===== src/rtl/dp_pkg.sv =====
// dp_pkg: shared states, modes, register indices and immediates for the dedicated processor
package dp_pkg;
    typedef enum logic [3:0] {IDLE, INIT_A, INIT_B, INIT_C, CMP, INC, ACC, ADD, MOV1, MOV2, OUT} state_t;
    typedef enum logic {MODE_SUM = 1'b0, MODE_FIB = 1'b1} mode_t;
    localparam int R0 = 0;
    localparam int R1 = 1;
    localparam int R2 = 2;
    localparam int R3 = 3;
    localparam int R4 = 4;
    localparam logic IMM0 = 1'b0;
    localparam logic IMM1 = 1'b1;
endpackage


===== src/rtl/dp_regfile.sv =====
// dp_regfile: 2-read 1-write register file with R0 hardwired to zero
module dp_regfile
    import dp_pkg::*;
#(
    parameter int DATA_W  = 8,
    parameter int REG_NUM = 8,
    parameter int AW      = $clog2(REG_NUM)
) (
    input  logic              clk,
    input  logic              rst,
    input  logic              we,
    input  logic [AW-1:0]     waddr,
    input  logic [DATA_W-1:0] wdata,
    input  logic [AW-1:0]     raddr1,
    input  logic [AW-1:0]     raddr2,
    output logic [DATA_W-1:0] rdata1,
    output logic [DATA_W-1:0] rdata2
);
    logic [DATA_W-1:0] regs [REG_NUM];

    assign rdata1 = (raddr1 == AW'(R0)) ? '0 : regs[raddr1];
    assign rdata2 = (raddr2 == AW'(R0)) ? '0 : regs[raddr2];

    // single synchronous write port; writes aimed at R0 are dropped
    always_ff @(posedge clk or negedge rst) begin
        if (!rst) begin
            for (int i = 0; i < REG_NUM; i++) regs[i] <= '0;
        end else if (we && waddr != AW'(R0)) begin
            regs[waddr] <= wdata;
        end
    end
endmodule


===== src/rtl/dedicated_proc_param.sv =====
// dedicated_proc_param: FSM-driven processor computing sum 1..N or Fibonacci F(N)
module dedicated_proc_param
    import dp_pkg::*;
#(
    parameter int DATA_W  = 8,
    parameter int REG_NUM = 8
) (
    input  logic              clk,
    input  logic              rst,
    input  logic              start,
    input  logic              mode,
    input  logic [DATA_W-1:0] limit,
    output logic              busy,
    output logic              done,
    output logic              ovf,
    output logic [DATA_W-1:0] outport
);
    localparam int AW = $clog2(REG_NUM);

    state_t            state;
    mode_t             mode_q;
    logic [DATA_W-1:0] limit_q;
    logic              ovf_q;
    logic [AW-1:0]     ra1, ra2, wa;
    logic              we, mux_sel, imm, cin;
    logic [DATA_W-1:0] rdata1, rdata2, wdata, sum;
    logic              carry, fib, lt;

    assign fib = (mode_q == MODE_FIB);
    // counter increments reuse the adder through its carry-in with R0 as the second operand
    assign {carry, sum} = {1'b0, rdata1} + {1'b0, rdata2} + (DATA_W + 1)'(cin);
    assign wdata = mux_sel ? DATA_W'(imm) : sum;
    assign lt = rdata1 < limit_q;

    dp_regfile #(.DATA_W(DATA_W), .REG_NUM(REG_NUM)) u_rf (
        .clk(clk), .rst(rst), .we(we), .waddr(wa), .wdata(wdata),
        .raddr1(ra1), .raddr2(ra2), .rdata1(rdata1), .rdata2(rdata2)
    );

    // per-state datapath control: register addresses, write enable and write-source select
    always_comb begin
        ra1 = AW'(R0);
        ra2 = AW'(R0);
        wa = AW'(R0);
        we = 1'b0;
        mux_sel = 1'b0;
        imm = IMM0;
        cin = 1'b0;
        case (state)
            INIT_A: begin we = 1'b1; wa = AW'(R1); mux_sel = 1'b1; end
            INIT_B: begin we = 1'b1; wa = AW'(R2); mux_sel = 1'b1; imm = fib ? IMM1 : IMM0; end
            INIT_C: begin we = 1'b1; wa = AW'(R3); mux_sel = 1'b1; end
            CMP:    ra1 = fib ? AW'(R3) : AW'(R1);
            INC:    begin ra1 = fib ? AW'(R3) : AW'(R1); wa = ra1; we = 1'b1; cin = 1'b1; end
            ACC:    begin ra1 = AW'(R2); ra2 = AW'(R1); wa = AW'(R2); we = 1'b1; end
            ADD:    begin ra1 = AW'(R1); ra2 = AW'(R2); wa = AW'(R4); we = 1'b1; end
            MOV1:   begin ra1 = AW'(R2); wa = AW'(R1); we = 1'b1; end
            MOV2:   begin ra1 = AW'(R4); wa = AW'(R2); we = 1'b1; end
            OUT:    ra1 = fib ? AW'(R1) : AW'(R2);
            default: ;
        endcase
    end

    // controller: sequencing, run latching, sticky overflow and registered handshake outputs
    always_ff @(posedge clk or negedge rst) begin
        if (!rst) begin
            state   <= IDLE;
            mode_q  <= MODE_SUM;
            limit_q <= '0;
            ovf_q   <= 1'b0;
            busy    <= 1'b0;
            done    <= 1'b0;
            ovf     <= 1'b0;
            outport <= '0;
        end else begin
            done <= 1'b0;
            case (state)
                IDLE: if (start) begin
                    state   <= INIT_A;
                    mode_q  <= mode_t'(mode);
                    limit_q <= limit;
                    ovf_q   <= 1'b0;
                    busy    <= 1'b1;
                end
                INIT_A: state <= INIT_B;
                INIT_B: state <= fib ? INIT_C : CMP;
                INIT_C: state <= CMP;
                CMP:    state <= lt ? (fib ? ADD : INC) : OUT;
                INC:    state <= fib ? CMP : ACC;
                ACC:    begin ovf_q <= ovf_q | carry; state <= CMP; end
                ADD:    begin ovf_q <= ovf_q | carry; state <= MOV1; end
                MOV1:   state <= MOV2;
                MOV2:   state <= INC;
                OUT: begin
                    outport <= rdata1;
                    ovf     <= ovf_q;
                    done    <= 1'b1;
                    busy    <= 1'b0;
                    state   <= IDLE;
                end
                default: state <= IDLE;
            endcase
        end
    end
endmodule


===== config.mk =====
export PLATFORM = sky130hd
export DESIGN_NAME = dedicated_proc_param
export DESIGN_NICKNAME = d
export VERILOG_FILES = /design/src/rtl/dp_pkg.sv /design/src/rtl/dp_regfile.sv /design/src/rtl/dedicated_proc_param.sv
export SDC_FILE = /design/constraint.sdc
export NUM_CORES = 1
export LEC_CHECK = 0
export ABC_AREA = 1
export CORE_ASPECT_RATIO = 0.9
export CORE_MARGIN = 3
export CORE_UTILIZATION = 45
export CTS_CLUSTER_DIAMETER = 120
export CTS_CLUSTER_SIZE = 25
export DETAILED_ROUTE_END_ITERATION = 10
export GPL_TIMING_DRIVEN = 0
export PLACE_DENSITY = 0.69
export REMOVE_ABC_BUFFERS = 1
export SLEW_MARGIN = 20
export SYNTH_ARGS = -nofsm -noshare
export SYNTH_HDL_FRONTEND = slang
export SYNTH_SLANG_ARGS = --single-unit

===== constraint.sdc =====
create_clock -name clk -period 3.6 [get_ports clk]
set_clock_uncertainty 0.15 [all_clocks]
set_input_delay 0.72 -clock clk [delete_from_list [all_inputs] [get_ports clk]]
set_output_delay 0.72 -clock clk [all_outputs]
set_load 0.02 [all_outputs]

==> results.md, run 1 <==
GRT:
- The initial antenna violation count is 0.
- The global-route congestion overflow total is 0.
- The all-layer global routing usage is 21.9%.
- The via count of the first global-routing pass came to 3,410.
- The maximum number of pins on one net before global-route repair is 40.
- The first global-routing pass estimated 16,800 um of wire.

Floorplanning:
- The die is 93.9 um tall.
- The overall die width is 104 um.
- The die area is 0.00974 mm2.
- The count of pins on the block boundary is 23.
- The floorplan has 31 rows.
- The initial utilization of the core area, before any placement, comes to 47.2%.
- The core area is 0.00818 mm2.

STA:
- Derived from the worst setup path, the maximum achievable clock frequency is 0.274 GHz.
- Once routing completed, OpenROAD measured the worst setup slack at -50.5 ps.
- The final critical path takes up 101% of the cycle.
- The final number of hold-violating endpoints is 0.
- For the pin with the worst max-slew slack, the measured transition is 662 ps.
- The number of setup violations in the final report is 5.
- The final count of pins violating max slew came to 0.
- Setup repair after global routing could not meet its margin everywhere.
- The worst pin sits at a relative slew slack of 55.7%.
- The routed design could run at a clock period as short as 3650 ps.

Logic synthesis:
- Yosys mapped a number of flops with a built-in enable equal to 0.
- The average size of a mapped cell is 7.86 um2.
- For this run, the register share of the synthesized area comes to 46.6%.
- The async set-reset flop share out of synthesis is 100%.
- The number of different library cells in the post-synthesis netlist is 34.
- The number of synthesized register bits is 72.
- Synthesis produced a netlist whose cell count is 492.
- The most frequent cell after synthesis is nand2_1.
- The area share of the leading cell type in the synthesized netlist is 46.6%.
- The cell taking the most area after synthesis is dfrtp_1.
- The netlist area before placement is 0.00387 mm2.
- The count of warnings emitted by yosys is 0.
- By area the synthesized netlist is led by dfrtp_1 (47%), nand2_1 (13%), o21ai_0 (7.4%).
- The most used flip-flop cell after synthesis is dfrtp_1.
- By count the netlist is led by nand2_1 (131), dfrtp_1 (72), o21ai_0 (57).

Clock tree:
- The H-tree generated during clock tree synthesis spans 3 levels.
- Hold repair after CTS inserted 0 buffers.
- The maximum number of buffers from clock root to sink is 2.
- The TritonCTS clock tree is done.
- The clock reaches the later pin of the worst-skew pair after 350 ps.
- The number of buffers created by CTS is 9.
- The total clock sinks is 72.
- The root buffer selected by CTS is clkbuf_8.
- After clock tree synthesis, the clock-pin slew on the worst setup and hold paths is 80 ps.

Power and ir drop:
- The power dissipated by switching net loads is 1.96 mW.
- For this design the static power due to leakage is 2.28 nW.
- The internal portion of the total power is 2.19 mW.
- The highest ir drop seen on vdd is 349 uV.
- The overall power is 4.14 mW.
- The relative contribution of the clock network to total power is 14.6%.
- The net switching share of the total power is 47.2%.
- The share of total power in combinational logic is 57.0%.
- The power per cell area is 851 mW/mm2.
- The fraction of power consumed by sequential logic is 28.4%.

Detailed routing:
- The residual antenna-violating net count after detailed routing is 0.
- The detailed router placed 3,501 vias in this run.
- The detail-routed via count per cell is 5.33.
- The final layout contains routed wiring with a total length of 10,600 um.
- The detailed router's first-iteration violation count is 278.
- After detailed routing, the average wire length per cell comes to 16.1 um.
- The residual DRC count is 0.
- The length of the first detailed-routing pass in iterations is 5.

Finish:
- The finished layout holds 657 standard cells, fillers aside.
- The layout cell share with drive strength beyond 1 is 23.4%.
- The fill cell instance count of the final layout is 740.
- For this run, the post-layout net count is 565.
- The antenna diode count is 0.
- From synthesis to final layout, the design area changed by 26.0%.

Worst setup path:
- The library cell contributing the largest single delay on the critical path is dfrtp_1.
- The endpoint of the lowest-slack register-to-register path is ovf_q.
- The critical path starts at state[2].
- The worst setup path is captured at a register.
- Along the worst path, the maximum fanout reaches 5.
- The number of cells on the worst reg-to-reg path is 24.
- The required time of the critical path is 3680 ps.
- In this run the register-to-register setup slack is -50 ps.
- The sort of element at the start of the critical path is a register.
- The start-to-end type of the worst setup path is reg2reg.
- The end point of the critical path is ovf_q.
- Data on the critical path arrives at its endpoint at 3730 ps.
- The critical register-to-register path startpoint is state[2].
- The longest individual stage delay on the worst path is 420 ps.
- The signal on the critical path passes through inv_2, nor2_4, buf_6, nand2_4, nand2_8, buf_6, nand2_2, nand3_2, a21oi_2, nand2_2, inv_2, fa_2, fa_2, nand2_2, inv_2, o21a_1, nor2_2, nor2_2, nor2_2, o21bai_2, nand2_1, a21boi_2, o31ai_1, o31ai_1.

Placement:
- The minimum setup slack after placement is -1070 ps.
- During placement, the flow inserted port buffers numbering 22.
- The final estimated routing congestion in global placement is 0.867.
- The HPWL after detailed placement is 5970 um.
- The cell total after placement is 599.

Min path:
- The min-delay analysis places its worst path in the category in2async.

Outcome:
- The run finished, with violations left.
- The checks that failed: setup timing.

Run:
- Across the run, the number of max-cap violations was 0.
power groups by stage:
stage          registers (mW)  clock network, mW  logic (mW)
3_3_place_gp             1.17                  0        1.71
3_5_place_dp             1.17                  0        1.74
2_1_floorplan            1.20                  0        1.18
6_report                 1.18              0.606        2.36
4_1_cts                  1.17              0.616        2.08
5_1_grt                  1.20              0.646        2.61
registers in the layout, indices dropped and copies added, names as in the netlist, 4 cells and up:
name,count
limit_q,8
state,4
outport,8
u_rf.regs,47
per-stage QoR:
step / TNS (ps) / hold WS [ps] / util (%) / area, um2
finish: -129 / 158 / 59.5 / 4870
global route: -1670 / 180 / 59.5 / 4870
floorplan: -680 / 204 / - / 3710
detailed placement: -20810 / 216 / 50.0 / 4100
global placement: -79230 / 216 / 49.8 / 4080
CTS: -0.399 / 173 / 56.2 / 4600
metal layers:
metal	global-route usage, %	vias to the layer above	wire, um
met5	0	-	0
met4	8.97	0	378
met3	5.29	35	833
met2	35.7	150	4760
met1	28.2	1643	4620
li1	-	1673	-
worst min-delay path by stage:
stage | start | endpoint | slack [ps]
after detailed placement | u_rf.regs[21] | u_rf.regs[21] | 220
after global placement | u_rf.regs[16] | u_rf.regs[16] | 220
after global routing | rst | u_rf.regs[16] | 180
final | rst | state[2] | 160
after CTS | rst | u_rf.regs[38] | 170
after floorplan | u_rf.regs[16] | u_rf.regs[16] | 200
placed cells by master, fill, tap and decap left out, drive strengths merged, types with 8 or more instances in the layout:
cell,n
buf,40
clkbuf,11
nor3,19
a21oi,23
o21ai,61
ha,14
clkdlybuf4s50,21
dfrtp,72
nand3,14
inv,54
nor2,42
nand2,134
a31oi,8
logic make-up after synthesis:
| group | Yosys count | synth area share, % |
|---|---|---|
| mux | 1 | 0.291 |
| buf+inv | 89 | 9.58 |
| fa+ha+maj | 16 | 5.57 |
| flops | 72 | 46.6 |
| compound gates | 107 | 15.2 |
| simple gates | 207 | 22.8 |
worst max-delay path, delay by kind of cell (launching register included):
kind,cells,cell delay (ps)
simple gates,11,1070
fa+ha+maj,2,790
compound gates,6,710
flops,1,420
buf+inv,5,390
timing repair:
item | 4_1_cts | 5_1_grt
gates resized for setup | 38 | 48
cloned | 3 | 1
pin swaps | 10 | 26
buffers inserted | 22 | 16
endpoints found under the setup margin | 37 | 16
area by class of cell:
type | count | area, um2 | share of cell area [%]
Tap cell | 115 | 144 | 2.95
Timing Repair inverter | 1 | 5.00 | 0.103
Inverter | 58 | 244 | 5.01
Sequential cell | 72 | 1810 | 37.1
Clock buffer | 11 | 151 | 3.11
Clock inverter | 5 | 31.3 | 0.642
Multi-Input combinational cell | 334 | 1940 | 39.9
Timing Repair Buffer | 61 | 546 | 11.2
No activity file was read; power rests on OpenSTA's default activity.
==> run 2: changes to the inputs <==
--- a/config.mk
+++ b/config.mk
@@ -13,7 +13,7 @@
 export CTS_CLUSTER_SIZE = 25
 export DETAILED_ROUTE_END_ITERATION = 10
 export GPL_TIMING_DRIVEN = 0
-export PLACE_DENSITY = 0.69
+export PLACE_DENSITY = 0.73
 export REMOVE_ABC_BUFFERS = 1
 export SLEW_MARGIN = 20
 export SYNTH_ARGS = -nofsm -noshare
==> results.md, run 2 (same netlist as run 1, synthesis figures left out) <==
Detailed routing:
- The wire length after detailed routing is 10,200 um.
- The residual antenna-violating net count after detailed routing is 0.
- Dividing the detail-routed wire length by the instance count gives 15.5 um.
- The residual DRC count is 0.
- The routed via count is 3,399.
- Using the TritonRoute via totals, the vias-per-cell ratio works out to 5.17.
- The detailed router's first-iteration violation count is 244.
- The first detailed-routing pass ran for 5 iterations.

GRT:
- In the global route stage, overall resource usage came out at 21.5%.
- The total overflow left after global routing is 0.
- The initial antenna violation count came to 0.
- The global-route wire length before repair is 16,200 um.
- The via count of the first global-routing pass is 3,276.
- The maximum number of pins on one net before global-route repair is 45.

Power and ir drop:
- The clock network burns 18.5% of the power.
- In this run the static leakage power is 2.31 nW.
- Dividing total power by cell area gives a power density of 873 mW/mm2.
- The fraction of power consumed by sequential logic is 27.3%.
- The share of total power in combinational logic is 54.1%.
- The overall power is 4.28 mW.
- IR analysis of the VDD net gives a maximum drop of 443 uV.
- The power dissipated by switching net loads is 1.91 mW.
- Of the total power, the share spent switching nets is 44.5%.
- The cell internal power dissipation is 2.38 mW.

STA:
- The share of the clock period used by the worst path after layout is 98.3%.
- The maximum clock rate is 0.283 GHz.
- At the pin with the least slew margin, the transition time is 666 ps.
- Summed over all failing endpoints, the final setup total negative slack is 0 ps.
- Hold timing on the final database bottoms out at a slack of 127 ps.
- The minimum setup slack in the final design is 62.4 ps.
- Measured against its own limit, the worst slew margin works out to 55.4%.
- Setup repair after global routing could not meet its margin everywhere.
- The final count of pins violating max slew is 0.
- The final number of hold-violating endpoints is 0.
- Setup violations remaining at the end of the flow were counted as 0.
- The clock period minus final worst setup slack is 3540 ps.

Worst setup path:
- Of all nets on the critical path, the largest fanout is 5.
- The arrival time at the worst endpoint is 3620 ps.
- The endpoint class of the critical path is a register.
- The required time of the critical path is 3680 ps.
- STA classifies the critical path startpoint as a register.
- The critical path in this run is classified as reg2reg.

Placement:
- The final estimated routing congestion in global placement is 0.855.
- Once detailed placement completed, the half-perimeter wirelength came to 5930 um.
- Once placement completed, the tool counted placed cells totaling 599.
- During placement, the flow inserted port buffers numbering 22.
- Before CTS, the worst setup slack after placement is -1070 ps.

Clock tree:
- Clock-pin slew was measured on the worst setup and hold paths at 80 ps.
- The clock network latency to the later pin of the worst-skew pair is 360 ps.
- TritonCTS built the clock tree.
- The CTS H-tree depth is 3.
- In this run the clock root is driven by a clkbuf_8.
- In this run, CTS created clock tree buffers numbering 9.
- The maximum number of buffers from clock root to sink is 2.
- The total clock sinks is 72.

Finish:
- Cells with a size suffix above 1 make up 22.0% of the layout.
- The largest registers in the layout are u_rf.regs: 47 flops, limit_q: 8 flops, outport: 8 flops.
- Fill cells in the final layout number 712.
- The antenna diode count is 0.
- The register with the most flip-flops in the final layout is u_rf.regs.
- The final net count is 565.
- Leaving out fill and tap cells, the most frequent cells in the layout are nand2_1 (122), dfrtp_1 (70), inv_1 (49), o21ai_0 (46), buf_4 (37).
- Leaving out fill and tap cells, the most frequent cell in the layout is nand2_1.
- The post-layout instance count excluding filler cells is 657.
- The number of flip-flops under the largest register name is 47.
- The area growth from synthesis to layout is 26.9%.

Min path:
- The path class of the tightest hold or removal check is in2async.

Floorplanning:
- The floorplan has 31 rows.
- The total area inside the core boundary comes to 0.00818 mm2.
- Once the floorplan was initialized, standard cells occupied 47.2% of the core.
- The die area is 0.00974 mm2.
- From bottom edge to top edge, the die measures 93.9 um.
- The count of pins on the block boundary is 23.
- The overall die width is 104 um.

Run:
- The max-capacitance violation count is 0.

Outcome:
- The flow ran to the end, and the final reports show no timing, DRC or antenna violations.
[run 2: changes by cell type in the layout (fill, tap and decap cells not counted), moves of 2 or more]
cell,previous run,this run
nand2_1,124,122
nand2_2,3,6
clkinv_2,3,1
bufinv_16,0,3
buf_4,33,37
buf_6,6,1
inv_2,6,4
inv_1,46,49
[run 2: layout make-up]
| type | instances | area, um2 | share of cell area (%) |
|---|---|---|---|
| clock buffer | 11 | 141 | 2.88 |
| clock inverter | 5 | 104 | 2.12 |
| timing repair inverter | 1 | 5.00 | 0.102 |
| inverter | 58 | 241 | 4.92 |
| timing repair buffer | 62 | 562 | 11.5 |
| tap | 115 | 144 | 2.93 |
| multi-input combinational | 333 | 1900 | 38.8 |
| sequential | 72 | 1800 | 36.8 |
[run 2: routing by layer]
| layer | share of wire (%) | vias up | track usage (%) | wire length, um |
|---|---|---|---|---|
| met4 | 1.9 | 0 | 10.4 | 196 |
| met5 | 0 | - | 0 | 0 |
| met1 | 45 | 1588 | 28.8 | 4540 |
| met2 | 45 | 115 | 33.0 | 4590 |
| li1 | - | 1679 | - | - |
| met3 | 8.2 | 17 | 5.22 | 828 |
[run 2: power groups by stage]
stage	Clock, mW	Sequential [mW]	Combinational, mW
detailed placement	0	1.17	1.74
floorplan	0	1.20	1.18
CTS	0.807	1.17	2.06
global placement	0	1.17	1.69
finish	0.793	1.17	2.32
global route	0.842	1.20	2.56
[run 2: repair_timing]
item / in CTS / in global routing
pin swaps: 12 / 18
setup endpoints to repair: 37 / 18
resized for setup: 34 / 38
setup buffers: 19 / 20
hold buffers: 0 / 0
gates cloned: 3 / 0
[run 2: final timing paths]
| path | cells after the start | start | end | slack, ps |
|---|---|---|---|---|
| min in group clk | 0 | u_rf.regs[20] | u_rf.regs[20] | 230 |
| hold reg to reg | 0 | u_rf.regs[20] | u_rf.regs[20] | 230 |
| hold / removal | 1 | rst | state[3] | 130 |
| setup / recovery | 23 | state[1] | ovf_q | 60 |
| setup reg to reg | 23 | state[1] | ovf_q | 60 |
| max in group asynchronous | 2 | rst | u_rf.regs[53] | 2630 |
[run 2: per-stage QoR]
step	utilization [%]	cell area (um2)
after floorplan	-	3710
after global placement	49.8	4080
after detailed placement	50.1	4100
after CTS	56.8	4650
after global routing	59.9	4910
final	59.9	4910
[run 2: critical path, stage by stage, from the launching register on]
cell	delay, ps
dfrtp_1	440
inv_2	80
nor2_4	170
buf_6	130
nand3_4	100
nand2_8	150
nand2_2	50
nand3_1	100
a21oi_2	70
nand2_2	90
inv_1	50
fa_2	360
fa_2	360
nand2_1	70
inv_1	50
o21a_1	180
nor2_2	110
nor2_2	60
nor2_2	90
o21bai_2	90
nand2_1	90
a21boi_1	70
o31ai_1	200
o31ai_1	100
==> run 3: changes to the inputs <==
--- a/config.mk
+++ b/config.mk
@@ -6,6 +6,7 @@
 export NUM_CORES = 1
 export LEC_CHECK = 0
 export ABC_AREA = 1
+export CAP_MARGIN = 20
 export CORE_ASPECT_RATIO = 0.9
 export CORE_MARGIN = 3
 export CORE_UTILIZATION = 45
==> results of run 3 <==
Same layout as run 2: the final DEF is identical, and so are final timing and power.
